`src/rtl/Purple_Jade_pkg.sv`:
```
// rtl/Purple_Jade_pkg.sv - shared execute-stage types, opcodes and flag indices
package Purple_Jade_pkg;

  localparam int WORD_SIZE    = 16;
  localparam int ROB_ENTRY    = 16;
  localparam int NUM_PHYS_REG = 64;
  localparam int ROB_TAG_W    = $clog2(ROB_ENTRY);
  localparam int REG_TAG_W    = $clog2(NUM_PHYS_REG);

  // Four opcode bits leave encodings 8..15 unused; they complete as zero results.
  localparam int WIDTH_OP = 4;
  localparam logic [WIDTH_OP-1:0] ADD_OP  = 4'd0;
  localparam logic [WIDTH_OP-1:0] SUB_OP  = 4'd1;
  localparam logic [WIDTH_OP-1:0] AND_OP  = 4'd2;
  localparam logic [WIDTH_OP-1:0] OR_OP   = 4'd3;
  localparam logic [WIDTH_OP-1:0] XOR_OP  = 4'd4;
  localparam logic [WIDTH_OP-1:0] SHL_OP  = 4'd5;
  localparam logic [WIDTH_OP-1:0] SHR_OP  = 4'd6;
  localparam logic [WIDTH_OP-1:0] PASS_OP = 4'd7;

  localparam int NUM_FLAGS = 4;
  localparam int FLAG_V    = 0;
  localparam int FLAG_C    = 1;
  localparam int FLAG_Z    = 2;
  localparam int FLAG_N    = 3;

  typedef struct packed {
    logic                 valid;
    logic [REG_TAG_W-1:0] dest;
    logic [NUM_FLAGS-1:0] flags;
    logic [WORD_SIZE-1:0] result;
  } CDB_t;

  typedef struct packed {
    logic [ROB_TAG_W-1:0] rob_dest;
    CDB_t                 cdb;
  } rob_wb_t;

  typedef struct packed {
    logic w_v;
    CDB_t cdb;
  } reg_wb_t;

  typedef struct packed {
    logic                 valid;
    logic                 w_v;
    logic [ROB_TAG_W-1:0] rob_dest;
    logic [REG_TAG_W-1:0] dest;
    logic [NUM_FLAGS-1:0] flags;
    logic [WORD_SIZE-1:0] result;
  } alu_stage_t;

  localparam int CDB_WIDTH    = $bits(CDB_t);
  localparam int ROB_WB_WIDTH = $bits(rob_wb_t);
  localparam int REG_WB_WIDTH = $bits(reg_wb_t);

endpackage

```
`src/rtl/fu_alu_pipe_alu_core.sv`:
```
// rtl/fu_alu_pipe_alu_core.sv - combinational ALU result and NZCV flags
module alu_core
  import Purple_Jade_pkg::*;
#(
  parameter int WORD_SIZE_P = 16
) (
  input  logic [WIDTH_OP-1:0]    opcode,
  input  logic [WORD_SIZE_P-1:0] a,
  input  logic [WORD_SIZE_P-1:0] b,
  output logic [WORD_SIZE_P-1:0] result,
  output logic [NUM_FLAGS-1:0]   flags
);

  localparam int W       = WORD_SIZE_P;
  localparam int SHAMT_W = $clog2(WORD_SIZE_P);

  logic [W:0]         sum;
  logic [W:0]         diff;
  logic [SHAMT_W-1:0] shamt;
  logic               known;
  logic               carry;
  logic               ovf;

  // The extra top bit of diff is the unsigned borrow (set exactly when a < b).
  assign sum   = {1'b0, a} + {1'b0, b};
  assign diff  = {1'b0, a} - {1'b0, b};
  assign shamt = b[SHAMT_W-1:0];

  // Opcode decode; unknown opcodes leave result and all flags at zero.
  always_comb begin
    result = '0;
    carry  = 1'b0;
    ovf    = 1'b0;
    known  = 1'b1;
    case (opcode)
      ADD_OP: begin
        result = sum[W-1:0];
        carry  = sum[W];
        ovf    = (a[W-1] == b[W-1]) && (sum[W-1] != a[W-1]);
      end
      SUB_OP: begin
        result = diff[W-1:0];
        carry  = diff[W];
        ovf    = (a[W-1] != b[W-1]) && (diff[W-1] != a[W-1]);
      end
      AND_OP:  result = a & b;
      OR_OP:   result = a | b;
      XOR_OP:  result = a ^ b;
      SHL_OP:  result = a << shamt;
      SHR_OP:  result = a >> shamt;
      PASS_OP: result = a;
      default: known = 1'b0;
    endcase
    flags = '0;
    if (known) begin
      flags[FLAG_N] = result[W-1];
      flags[FLAG_Z] = (result == '0);
      flags[FLAG_C] = carry;
      flags[FLAG_V] = ovf;
    end
  end

endmodule

```
`src/rtl/fu_alu_pipe.sv`:
```
// rtl/fu_alu_pipe.sv - pipelined ALU unit with backpressure, flush, optional FU_ALU_PIPE_PERF_EN counters
module fu_alu_pipe
  import Purple_Jade_pkg::*;
#(
  parameter int WORD_SIZE_P  = 16,
  parameter int NUM_STAGES_P = 2
) (
  input  logic                    clk_i,
  input  logic                    reset_n_i,
  input  logic                    exe_v_i,
  input  logic                    w_v_i,
  input  logic [WIDTH_OP-1:0]     opcode_i,
  input  logic [WORD_SIZE_P-1:0]  operand1_i,
  input  logic [WORD_SIZE_P-1:0]  operand2_i,
  input  logic [ROB_TAG_W-1:0]    rob_dest_i,
  input  logic [REG_TAG_W-1:0]    reg_dest_i,
  input  logic                    flush_i,
  output logic                    ready_o,
  input  logic                    wb_ready_i,
  output logic [ROB_WB_WIDTH-1:0] alu_rob_o,
  output logic [REG_WB_WIDTH-1:0] alu_reg_o,
  output logic [CDB_WIDTH-1:0]    cdb_o,
  output logic [31:0]             perf_ops_o,
  output logic [31:0]             perf_stall_o
);

  localparam int LAST = NUM_STAGES_P - 1;

  alu_stage_t               stage_q [NUM_STAGES_P];
  alu_stage_t               stage_d [NUM_STAGES_P];
  // move[k]: stage k takes new contents at the next edge; move[NUM_STAGES_P] is the consumer.
  logic [NUM_STAGES_P:0]    move;
  logic [WORD_SIZE_P-1:0]   core_result;
  logic [NUM_FLAGS-1:0]     core_flags;
  alu_stage_t               issue_entry;
  alu_stage_t               last;

  alu_core #(
    .WORD_SIZE_P(WORD_SIZE_P)
  ) u_alu_core (
    .opcode(opcode_i),
    .a     (operand1_i),
    .b     (operand2_i),
    .result(core_result),
    .flags (core_flags)
  );

  // Result is produced at issue; only the tags and result travel down the pipe.
  always_comb begin
    issue_entry          = '0;
    issue_entry.valid    = exe_v_i & ~flush_i;
    issue_entry.w_v      = w_v_i;
    issue_entry.rob_dest = rob_dest_i;
    issue_entry.dest     = reg_dest_i;
    issue_entry.flags    = core_flags;
    issue_entry.result   = core_result;
  end

  assign move[NUM_STAGES_P] = wb_ready_i;
  assign ready_o            = move[0];

  for (genvar k = 0; k < NUM_STAGES_P; k++) begin : g_stage
    alu_stage_t src;
    alu_stage_t nxt;

    // An empty stage always refills, so bubbles collapse toward the output.
    assign move[k] = ~stage_q[k].valid | move[k+1];

    if (k == 0) begin : g_first
      assign src = issue_entry;
    end else begin : g_next
      assign src = stage_q[k-1];
    end

    // Flush kills the entry in place even when the stage is stalled.
    always_comb begin
      nxt = stage_q[k];
      if (flush_i) begin
        nxt.valid = 1'b0;
      end else if (move[k]) begin
        nxt = src;
      end
    end

    assign stage_d[k] = nxt;
  end

  // Pipeline register bank for all stages.
  always_ff @(posedge clk_i or negedge reset_n_i) begin
    if (!reset_n_i) begin
      stage_q <= '{default: '0};
    end else begin
      stage_q <= stage_d;
    end
  end

  assign last = stage_q[LAST];

  // Output formatting; everything reads zero while the last stage is empty.
  always_comb begin
    rob_wb_t rob_w;
    reg_wb_t reg_w;
    CDB_t    cdb_w;
    rob_w = '0;
    reg_w = '0;
    cdb_w = '0;
    if (last.valid) begin
      rob_w.rob_dest   = last.rob_dest;
      rob_w.cdb.valid  = 1'b1;
      rob_w.cdb.dest   = last.dest;
      rob_w.cdb.flags  = last.flags;
      rob_w.cdb.result = last.result;
      cdb_w            = rob_w.cdb;
      cdb_w.valid      = last.w_v;
      reg_w.w_v        = last.w_v;
      reg_w.cdb        = cdb_w;
    end
    alu_rob_o = rob_w;
    alu_reg_o = reg_w;
    cdb_o     = cdb_w;
  end

`ifdef FU_ALU_PIPE_PERF_EN
  logic [31:0] ops_q;
  logic [31:0] stall_q;

  // Handoff and output-stall counters; they wrap and only reset clears them.
  always_ff @(posedge clk_i or negedge reset_n_i) begin
    if (!reset_n_i) begin
      ops_q   <= '0;
      stall_q <= '0;
    end else begin
      if (last.valid & wb_ready_i) begin
        ops_q <= ops_q + 32'd1;
      end
      if (last.valid & ~wb_ready_i) begin
        stall_q <= stall_q + 32'd1;
      end
    end
  end

  assign perf_ops_o   = ops_q;
  assign perf_stall_o = stall_q;
`else
  assign perf_ops_o   = '0;
  assign perf_stall_o = '0;
`endif

endmodule

```
`config.mk`:
```
export PLATFORM = sky130hd
export DESIGN_NAME = fu_alu_pipe
export DESIGN_NICKNAME = d
export VERILOG_FILES = /design/src/rtl/Purple_Jade_pkg.sv /design/src/rtl/fu_alu_pipe_alu_core.sv /design/src/rtl/fu_alu_pipe.sv
export SDC_FILE = /design/constraint.sdc
export NUM_CORES = 1
export LEC_CHECK = 0
export ABC_AREA = 1
export CAP_MARGIN = 20
export CORE_UTILIZATION = 46
export DETAILED_ROUTE_END_ITERATION = 7
export PLACE_DENSITY = 0.79
export SYNTH_ARGS = -nofsm -noshare
export SYNTH_HDL_FRONTEND = slang
export SYNTH_SLANG_ARGS = --single-unit
```
`constraint.sdc`:
```
create_clock -name clk_i -period 1.7 [get_ports clk_i]
set_clock_uncertainty 0.15 [all_clocks]
set_input_delay 0.34 -clock clk_i [delete_from_list [all_inputs] [get_ports clk_i]]
set_output_delay 0.34 -clock clk_i [all_outputs]
set_load 0.01 [all_outputs]
```
==> metrics.md <==
| Metric | Value |
|---|---|
| Core Footprint | `between 15,000 and 20,000 um2` |
| Synth Area in Simple Gates | `37.9%` |
| Biggest cell delay along the critical path | `around 0.26 ns` |
| Pre-antenna DRT Iters | `7` |
| WL/cell | `about 21 um` |
| Worst reg2reg setup slack | `-0.25 ns` |
| Max_cap viols | `0` |
| CTS Root Cell | `clkbuf_16` |
| CP delay by family, top | `simple AND/OR/NAND/NOR gates` |
| Status | `finished with violations` |
| R2R Path Start | `last[31]` |
| CP endpoint kind | `register` |
| Die Wd | `134 um` |
| Clock transition at the registers of the reported paths | `around 0.060 ns` |
| VDD IR max | `approximately 0.6 mV` |
| Detail Route Antenna Nets | `0` |
| Final Worst Setup Slack | `-0.427 ns` |
| Failing checks | `negative setup slack` |
| Cell Rows | `47` |
| Initial antenna violation count | `0` |
| Reg2Reg Depth | `8` |
| Initial cell density of the core | `a little under half` |
| Unique masters post-synth | `40` |
| TritonCTS Buffers | `9` |
| Area of the mapped netlist | `between 7000 and 8000 um2` |
| Pwr dens | `around 580 nW/um2` |
| Final GP Congestion | `about 1.0` |
| Adder-Cell Fraction of Synth Area | `under 10%` |
| Max FO, Critical Path | `4` |
| CTS tree | `built` |
| HP Start | `g_stage[1].src[21]` |
| Pleak | `0.00722 uW` |
| Num ports | `just over 200` |
| Mapped Avg Cell Area | `6.17 um2` |
| Final hold vios | `0` |
| Chip height | `approximately 130 um` |
| Post-DP Area | `10,400 um2` |
| Clock Path Buffers | `2` |
| Largest family of logic cells by synthesized area | `simple AND/OR/NAND/NOR gates` |
| Largest net degree at the start of global routing | `65` |
| Max Clk Rate | `~470 MHz` |
| Most common cell after layout, fill and taps aside | `nand2_1` |
| Global Route Usage Sum | `a little over a third` |
| Compound-Gate Fraction of Synth Area | `under 10%` |
| Arrival time at the worst endpoint | `approximately 2.3 ns` |
| Slew Limit Fails | `0` |
| Xor/xnor share of the synthesized area | `0.219%` |
| Vias in the first global route | `9,629` |
| Mux share of post-synthesis cell area | `between 1 and 1.5%` |
| Hold WS | `0.382 ns` |
| Die area | `17,900 um2` |
| Setup TNS | `-23.00 ns` |
| Most frequent cells in the layout | `223 x nand2_1, 188 x buf_4, 161 x buf_6, 117 x nand3_1, 92 x nand2_2` |
| Critical path's slowest cell | `ha_4` |
| DRT iter0 DRCs | `between 1k and 1.5k` |
| RSZ-0062 raised after global routing | `yes` |
| Period minus WS final | `2.13 ns` |
| Final setup violation count | `about 120` |
| Area Growth Syn to Fin | `71.6%` |
| Critical-path cell list | `buf_8 > clkinvlp_4 > ha_4 > buf_4 > nor2_4 > nand2_2 > nand2_4 > nand2_1 > nand3_2 > nand2_1 > nor2_1 > nand2_2 > nor2_2 > nand4_1 > nor2_1 > nand3_1 > nand2_1` |
| Cells after Synth | `~1.3k` |
| Nets | `approximately 1.7k` |
| Pre-CTS setup slack | `-1.37 ns` |
| Worst setup SP type | `input port` |
| CP Class | `input port to register` |
| Worst Path Required | `1.83 ns` |
| First-pass GRT wire length | `slightly above 50 mm` |
| Hold crit path type | `register to register` |
| Fraction of layout cells with a size suffix above 1 | `between 50 and 60%` |
| Syn. warnings | `0` |
| Fin crit share | `125%` |
| Diodes inserted | `0` |
| H-tree depth | `3` |
| Clock sinks | `64` |
| Sequential share of the synthesized area | `20.0%` |
| #FFs+latches synth | `64` |
| Fin area | `about 14,000 um2` |
| Worst r2r dst | `last[27]` |
| Hold Crit Endpoint | `last[21]` |
| DRC viols | `0` |
| Detail Placement HPWL | `22.8 mm` |
| Final core utilization | `81.9%` |
| Buf/Inv on CP | `3` |
| Remaining Overflow, GRT | `0` |
| Clock latency on the worst-skew pair | `0.34 ns` |
| I/O Buffers | `138` |
| Most frequent CP cell | `nand2_1` |
| Via count | `around 11k` |
| Vias per std cell | `between 5 and 6` |
| Total wire length | `approximately 38 mm` |
| Worst Hold Depth | `2` |
==> where the power goes <==
part / internal [uW] / total, uW / switching (uW)
clock: 1460 / 2270 / 813
combinational: 1640 / 3790 / 2150
sequential: 1710 / 1900 / 192
==> worst max path at each step <==
stage	from	to	slack [ns]	cells after the start
3_5_place_dp	operand2_i[0]	g_stage[1].src[18]	-1.37	17
6_report	operand2_i[2]	g_stage[1].src[18]	-0.43	17
4_1_cts	operand2_i[0]	g_stage[1].src[18]	-0.37	18
5_1_grt	operand2_i[2]	g_stage[1].src[18]	-0.54	17
3_3_place_gp	operand2_i[0]	g_stage[1].src[18]	-1.36	17
2_1_floorplan	operand2_i[2]	g_stage[1].src[18]	-0.48	19
==> worst min-delay path: cells and delay by family (launching register included) <==
kind                   cells  cell delay, ns
flip-flops                 1            0.32
AO/OA/AOI/OAI              1            0.14
buffers and inverters      1            0.05
==> repair_timing <==
item,in CTS,in global routing
buffers inserted,50,26
resized for setup,990,320
pin swaps,129,129
gates cloned,1,2
endpoints found under the setup margin,118,144
hold endpoints to repair,64,0
hold buffers,1,0
==> per-stage QoR <==
step / std cells / power [uW]
finish: 1835 / 7960
CTS: 1815 / 7090
detailed placement: 1750 / 4300
global placement: 1750 / 4250
floorplan: 1358 / 3270
global route: 1835 / 8190
==> logic make-up (layout without fill, tap and decap cells) <==
group / count (synthesis) / in the layout
buf+inv: 346 / 603
fa+ha+maj: 55 / 55
xor+xnor: 2 / 2
compound gates: 129 / 129
mux: 10 / 10
other cells: 1 / 64
flops: 64 / 64
simple gates: 688 / 688
==> layout make-up <==
class,instances,area (um2)
clock buffer,9,225
clock inverter,7,128
fill,937,3040
inverter,175,778
multi-input combinational,948,6710
sequential,64,1600
tap,220,275
timing repair buffer,412,4010
==> registers in the layout, summed over array words and instances, names as in the netlist <==
register and flops:
last 32, g_stage.src 32
==> cells in the mapped netlist <==
cell type / count / area share [%]
nand2_8: 1 / 0.25
nand3b_1: 3 / 0.28
inv_2: 4 / 0.19
nor2_1: 101 / 4.7
a21oi_1: 37 / 2.3
dfrtp_1: 64 / 20
nand3_4: 1 / 0.22
buf_6: 2 / 0.28
and3_1: 1 / 0.078
nand3_2: 10 / 1.3
and2_1: 2 / 0.16
ha_1: 53 / 8.3
o22ai_1: 6 / 0.47
nor3_1: 5 / 0.31
buf_2: 22 / 1.4
nor2_2: 7 / 0.55
buf_4: 128 / 12
clkbuf_2: 2 / 0.13
inv_1: 170 / 8.0
clkbuf_1: 14 / 0.66
nand4_1: 12 / 0.94
nand2_1: 365 / 17
o21bai_1: 3 / 0.28
buf_12: 1 / 0.25
xor2_1: 2 / 0.22
o21ai_1: 6 / 0.38
nand2_2: 7 / 0.55
buf_1: 2 / 0.094
conb_1: 1 / 0.047
nor2_4: 1 / 0.14
nand2_4: 6 / 0.84
inv_4: 1 / 0.078
fa_1: 2 / 0.50
or2_2: 2 / 0.16
o21ai_0: 69 / 4.3
a21oi_2: 2 / 0.22
nand3_1: 164 / 10
o21ai_2: 3 / 0.33
o211ai_1: 3 / 0.28
mux2_2: 10 / 1.4
==> layer usage <==
| metal | vias to the layer above | GRT usage, % | wire [um] |
|---|---|---|---|
| li1 | 4538 | - | - |
| met1 | 4880 | 42.2 | 13000 |
| met2 | 826 | 63.0 | 17900 |
| met3 | 283 | 6.69 | 4030 |
| met4 | 0 | 19.9 | 3250 |
| met5 | - | 0 | 0 |
(Power assumes the default switching activity.)
